===== src/rtl/fast_pulse_gen.sv =====
// fast_pulse_gen: programmable periodic / one-shot pulse generator.
// A phase counter runs 0..period. When it equals match, a registered pulse
// of width+1 cycles follows. period/match/width/mode are shadowed and only
// change at run start or at a counter wrap.
// Optional feature macro: FAST_PULSE_TOGGLE_EN adds sig_tgl, which inverts
// once per rising edge of sig_o for 2-flop crossings into slow domains.
module fast_pulse_gen #(
    parameter int CNT_W = 8,
    parameter int PW_W  = 4
) (
    input  logic             clk1,
    input  logic             rst,
    input  logic             en,
    input  logic             mode,
    input  logic             start,
    input  logic [CNT_W-1:0] period,
    input  logic [CNT_W-1:0] match,
    input  logic [PW_W-1:0]  width,
    output logic             sig_o,
    output logic [CNT_W-1:0] cnt_o,
    output logic             busy,
`ifdef FAST_PULSE_TOGGLE_EN
    output logic             sig_tgl,
`endif
    output logic             done
);

    typedef enum logic [0:0] {
        ST_IDLE = 1'b0,
        ST_RUN  = 1'b1
    } state_t;

    localparam logic [CNT_W-1:0] CNT_ZERO = {CNT_W{1'b0}};
    localparam logic [CNT_W-1:0] CNT_ONE  = {{(CNT_W-1){1'b0}}, 1'b1};
    localparam logic [PW_W-1:0]  PW_ZERO  = {PW_W{1'b0}};
    localparam logic [PW_W-1:0]  PW_ONE   = {{(PW_W-1){1'b0}}, 1'b1};

    state_t           state_r, state_nxt_s;
    logic [CNT_W-1:0] cnt_r, cnt_nxt_s;
    logic             sig_r, sig_nxt_s;
    logic [PW_W-1:0]  wcnt_r, wcnt_nxt_s;
    logic             done_r, done_nxt_s;
    logic             busy_r, busy_nxt_s;
    logic [CNT_W-1:0] period_r, period_nxt_s;
    logic [CNT_W-1:0] match_r, match_nxt_s;
    logic [PW_W-1:0]  width_r, width_nxt_s;
    logic             mode_r, mode_nxt_s;
    logic             load_s;
`ifdef FAST_PULSE_TOGGLE_EN
    logic             tgl_r, tgl_nxt_s;
`endif

    // Next-state, counter, pulse stretcher and shadow-config computation.
    always_comb begin
        state_nxt_s  = state_r;
        cnt_nxt_s    = cnt_r;
        sig_nxt_s    = sig_r;
        wcnt_nxt_s   = wcnt_r;
        done_nxt_s   = 1'b0;
        period_nxt_s = period_r;
        match_nxt_s  = match_r;
        width_nxt_s  = width_r;
        mode_nxt_s   = mode_r;
        load_s       = 1'b0;

        // Running stretch counts down; it also finishes after a one-shot
        // run has returned to IDLE.
        if (sig_r) begin
            if (wcnt_r == PW_ZERO) begin
                sig_nxt_s = 1'b0;
            end else begin
                wcnt_nxt_s = wcnt_r - PW_ONE;
            end
        end else begin
            wcnt_nxt_s = wcnt_r;
        end

        case (state_r)
            ST_IDLE: begin
                cnt_nxt_s = CNT_ZERO;
                if (en && (!mode || start)) begin
                    state_nxt_s = ST_RUN;
                    load_s      = 1'b1;
                end else begin
                    state_nxt_s = ST_IDLE;
                end
            end
            ST_RUN: begin
                // A match (re)loads the stretch, so overlapping pulses merge.
                if (cnt_r == match_r) begin
                    sig_nxt_s  = 1'b1;
                    wcnt_nxt_s = width_r;
                end else begin
                    sig_nxt_s = sig_nxt_s;
                end
                if (cnt_r == period_r) begin
                    cnt_nxt_s = CNT_ZERO;
                    load_s    = 1'b1;
                    if (mode_r) begin
                        state_nxt_s = ST_IDLE;
                        done_nxt_s  = 1'b1;
                    end else begin
                        state_nxt_s = ST_RUN;
                    end
                end else begin
                    cnt_nxt_s = cnt_r + CNT_ONE;
                end
            end
            default: begin
                state_nxt_s = ST_IDLE;
                cnt_nxt_s   = CNT_ZERO;
            end
        endcase

        // Dropping the enable wins over wrap and match in the same cycle.
        if (!en) begin
            state_nxt_s = ST_IDLE;
            cnt_nxt_s   = CNT_ZERO;
            sig_nxt_s   = 1'b0;
            wcnt_nxt_s  = PW_ZERO;
            done_nxt_s  = 1'b0;
        end else if (load_s) begin
            period_nxt_s = period;
            match_nxt_s  = match;
            width_nxt_s  = width;
            mode_nxt_s   = mode;
        end else begin
            period_nxt_s = period_r;
        end

        busy_nxt_s = (state_nxt_s != ST_IDLE) || sig_nxt_s;
    end

`ifdef FAST_PULSE_TOGGLE_EN
    // Toggle flag flips only when the pulse rises, not on retrigger.
    always_comb begin
        tgl_nxt_s = tgl_r;
        if (sig_nxt_s && !sig_r) begin
            tgl_nxt_s = ~tgl_r;
        end else begin
            tgl_nxt_s = tgl_r;
        end
    end
`endif

    // State, counter, pulse, strobes and shadow registers with sync reset.
    always_ff @(posedge clk1) begin
        if (rst) begin
            state_r  <= ST_IDLE;
            cnt_r    <= CNT_ZERO;
            sig_r    <= 1'b0;
            wcnt_r   <= PW_ZERO;
            done_r   <= 1'b0;
            busy_r   <= 1'b0;
            period_r <= CNT_ZERO;
            match_r  <= CNT_ZERO;
            width_r  <= PW_ZERO;
            mode_r   <= 1'b0;
        end else begin
            state_r  <= state_nxt_s;
            cnt_r    <= cnt_nxt_s;
            sig_r    <= sig_nxt_s;
            wcnt_r   <= wcnt_nxt_s;
            done_r   <= done_nxt_s;
            busy_r   <= busy_nxt_s;
            period_r <= period_nxt_s;
            match_r  <= match_nxt_s;
            width_r  <= width_nxt_s;
            mode_r   <= mode_nxt_s;
        end
    end

`ifdef FAST_PULSE_TOGGLE_EN
    // Toggle register for slow-domain crossing.
    always_ff @(posedge clk1) begin
        if (rst) begin
            tgl_r <= 1'b0;
        end else begin
            tgl_r <= tgl_nxt_s;
        end
    end

    assign sig_tgl = tgl_r;
`endif

    assign sig_o = sig_r;
    assign cnt_o = cnt_r;
    assign busy  = busy_r;
    assign done  = done_r;

endmodule


===== config.mk =====
export PLATFORM = sky130hd
export DESIGN_NAME = fast_pulse_gen
export DESIGN_NICKNAME = d
export VERILOG_FILES = /design/src/rtl/fast_pulse_gen.sv
export SDC_FILE = /design/constraint.sdc
export NUM_CORES = 1
export LEC_CHECK = 0
export CAP_MARGIN = 10
export CORE_ASPECT_RATIO = 1.2
export CORE_UTILIZATION = 35
export CTS_BUF_LIST = sky130_fd_sc_hd__clkbuf_2 sky130_fd_sc_hd__clkbuf_4 sky130_fd_sc_hd__clkbuf_8
export DETAILED_ROUTE_END_ITERATION = 12
export PLACE_DENSITY = 0.64
export RECOVER_POWER = 100
export SYNTH_ARGS = -nofsm -noshare
export SYNTH_HDL_FRONTEND = slang
export SYNTH_SLANG_ARGS = --single-unit

===== constraint.sdc =====
create_clock -name clk1 -period 2.87 [get_ports clk1]
set_input_delay 0.574 -clock clk1 [delete_from_list [all_inputs] [get_ports clk1]]
set_output_delay 0.574 -clock clk1 [all_outputs]
set_load 0.01 [all_outputs]

==> key figures <==
Clock network
  • CTS sink cnt: 37
  • Root Driver: clkbuf_8
  • Post-CTS setup buffers: 0
  • CTS hold repair buffers: 0
  • CTS tree: yes
  • Clock H-tree levels: 2
  • Worst-path clk slew: approximately 80 ps
  • Total CTS buffers: 5
  • Clock tree buffer depth: 2
  • Worst-skew pair later-pin latency: approximately 300 ps
  • PostCTS Resize Cnt: 0

Synth
  • Sequential fraction of the synthesis area: 0.296
  • Post-synth EDFFs: 0
  • Most used flip-flop cell after synthesis: dfxtp_1
  • Syn_nets: 323
  • Top cell type's share of synthesized area: 0.296
  • FF+latch count, synth: 37
  • Synth warn: 0
  • Synth area leaders: dfxtp_1 30%, nor2b_1 11%, mux2i_1 10%
  • Mapped Area: between 2000 and 3000 um^2
  • Post-Synthesis Cells: approximately 300
  • Ys async rst share: 0
  • Synth area leader: dfxtp_1
  • Synth unique cells: 38
  • Syn Area/Cell: between 8 and 9 um^2

Cells and area
  • Final Util: 0.432
  • Register Area: roughly 740 um^2
  • Antenna diodes: 0
  • Multi-input gate area: about 1600 um^2
  • Final std cells w/o fill: 404
  • Fill count: around 700
  • Layout cells sized above 1: 0.0662
  • Area growth syn-to-layout: 19.0%
  • Final nets: 343

Global route
  • First-pass GRT wire length: between 9000 and 10000 um
  • Vias in the first global route: about 2100
  • Antenna violations before repair: 0
  • Largest net degree at the start of global routing: 46
  • Gr ovfl total: 0
  • GRT Total Usage: 0.166

Detailed routing
  • Vias per inst: 5.33
  • Wire per inst: about 15 um
  • Antenna Nets Post-Route: 0
  • Vias: about 2200
  • Router iterations before antenna repair: 4
  • WL final: just under 6000 um
  • Post-route DRC: 0
  • DR iter-0 viols: 161

Setup path
  • Worst r2r src: cnt_o[5]
  • Crit path launch type: register
  • R2R Path End: busy
  • Crit path from: cnt_o[5]
  • WP data required: 3060 ps
  • Arr. time, crit path: about 2700 ps
  • Setup crit end kind: register
  • R2R Setup Slk: between 300 and 400 ps
  • CP peak stage delay: between 800 and 900 ps
  • Crit path kind: reg2reg
  • Crit-path cells: xor2_1, nor4_4, clkbuf_1, a41oi_1, o31a_1
  • Worst setup path end: busy
  • Worst R2R Path Depth: 5
  • CP Max Fanout: 23
  • Critical Path Slowest Stage Cell: clkbuf_1

STA
  • Final Cycle Share: 0.889
  • Slew Viols, Final: 0
  • Count of final setup violators: 0
  • Min Hold Slack: 480 ps
  • Worst Skew: about 10 ps
  • F_max: between 0.3 and 0.4 GHz
  • Rel. slew slack: 0.227
  • Hold Vio Cnt, Final: 0
  • Period minus WS final: 2550 ps
  • Worst-Margin Slew: approximately 1200 ps
  • Post-route setup TNS: 0 ps
  • RSZ-0062 raised after global routing: no

Floorplanning
  • Die Height: around 95 um
  • Site Rows: 33
  • Core box area: between 6000 and 7000 um^2
  • Io pins: 36
  • Starting Density: 0.363
  • Area of the die: approximately 7500 um^2
  • Horiz. Die Dim: 79.2 um

Placement
  • PortBufs: 35
  • Post-DP HPWL: roughly 3900 um
  • Placer congestion estimate: 0.767
  • Post-placement cell count: around 400

Worst hold path
  • Worst hold path class: reg2reg

Pwr
  • Maximum vdd drop: 0.000244 V
  • Power Density: about 450 nW/um^2
  • Total power: between 1 and 1.5 mW
  • Leakage power: 1.03 nW

Outcome
  • Run status: finished clean

Flow run
  • Max-Cap Viols: 0
[worst min-delay path by stage]
stage | from | to | slack (ps) | cells past startpoint
global route | width_r[3] | wcnt_r[3] | 510 | 2
detailed placement | width_r[1] | wcnt_r[1] | 470 | 2
global placement | width_r[1] | wcnt_r[1] | 460 | 2
floorplan | width_r[3] | wcnt_r[3] | 450 | 2
finish | width_r[1] | wcnt_r[1] | 480 | 2
CTS | width_r[1] | wcnt_r[1] | 480 | 2
[synthesized netlist by cell type (all sizes together) (2+ instances only)]
cell type,instances
o311ai,20
nor4,2
nor2b,43
nor2,3
o21ai,3
xnor2,11
xor2,11
nor3,9
nand3,4
or3b,2
nand4,22
a21oi,2
and2,2
clkbuf,21
ha,2
buf,9
mux2i,25
nor3b,24
nand2,29
inv,3
dfxtp,37
[flip-flops by register name, summed over array words and instances, names as in the netlist]
| name | cells |
|---|---|
| cnt_o | 8 |
| period_r | 8 |
| state_r | 1 |
| sig_o | 1 |
| busy | 1 |
| done | 1 |
| mode_r | 1 |
| match_r | 8 |
| wcnt_r | 4 |
| width_r | 4 |
[where the power goes]
part | internal, mW | switching, mW | leakage, nW
sequential | 0.557 | 0.0386 | 0.303
combinational | 0.166 | 0.227 | 0.687
clock | 0.168 | 0.200 | 0.0439
[metrics by stage]
stage,worst slack [ps],area [um^2]
detailed placement,178,2910
global placement,219,2910
finish,319,2980
floorplan,1030,2500
global route,185,2980
CTS,485,2990
[routing by layer]
metal  up-vias  global-route usage  part of all wire
met5         -                   0                 0
li1       1101                   -                 -
met3         6              0.0261             0.026
met4         0              0.0515             0.010
met2        28               0.282              0.49
met1      1020               0.214              0.47
[logic make-up (layout without fill, tap and decap cells)]
group	Yosys count	in the layout	share of synthesized area
compound gates	31	31	0.100
xor+xnor	22	22	0.0770
fa+ha+maj	2	2	0.00999
buf+inv	33	54	0.0575
flops	37	37	0.296
mux	26	26	0.104
simple gates	145	145	0.355
[worst max-delay path, delay by kind of cell, from the launching register on]
kind | cells | cell delay (ps)
xor gates and xnor gates | 1 | 160
and+or+nand+nor | 1 | 310
buffers and inverters | 1 | 860
AOI/OAI and AO/OA | 2 | 620
DFF | 1 | 500
[cell type report]
type / count / area share
clock inverters: 3 / 0.00588
flip-flops and latches: 37 / 0.249
repair buffers: 43 / 0.138
clock buffers: 5 / 0.0231
inverters: 3 / 0.00378
well taps: 87 / 0.0365
multi-input cells: 226 / 0.544
[placed cells by master, fill, tap and decap left out, drive strengths merged, types with 3 or more instances in the layout]
cell type / n
buf: 7
clkbuf: 7
clkdlybuf4s50: 22
dfxtp: 37
dlygate4sd3: 12
inv: 3
mux2i: 25
nand2: 29
nand3: 4
nand4: 22
nor2: 3
nor2b: 43
nor3: 9
nor3b: 24
o21ai: 3
o311ai: 20
xnor2: 11
xor2: 11
Power figures use the tool's default switching activity.
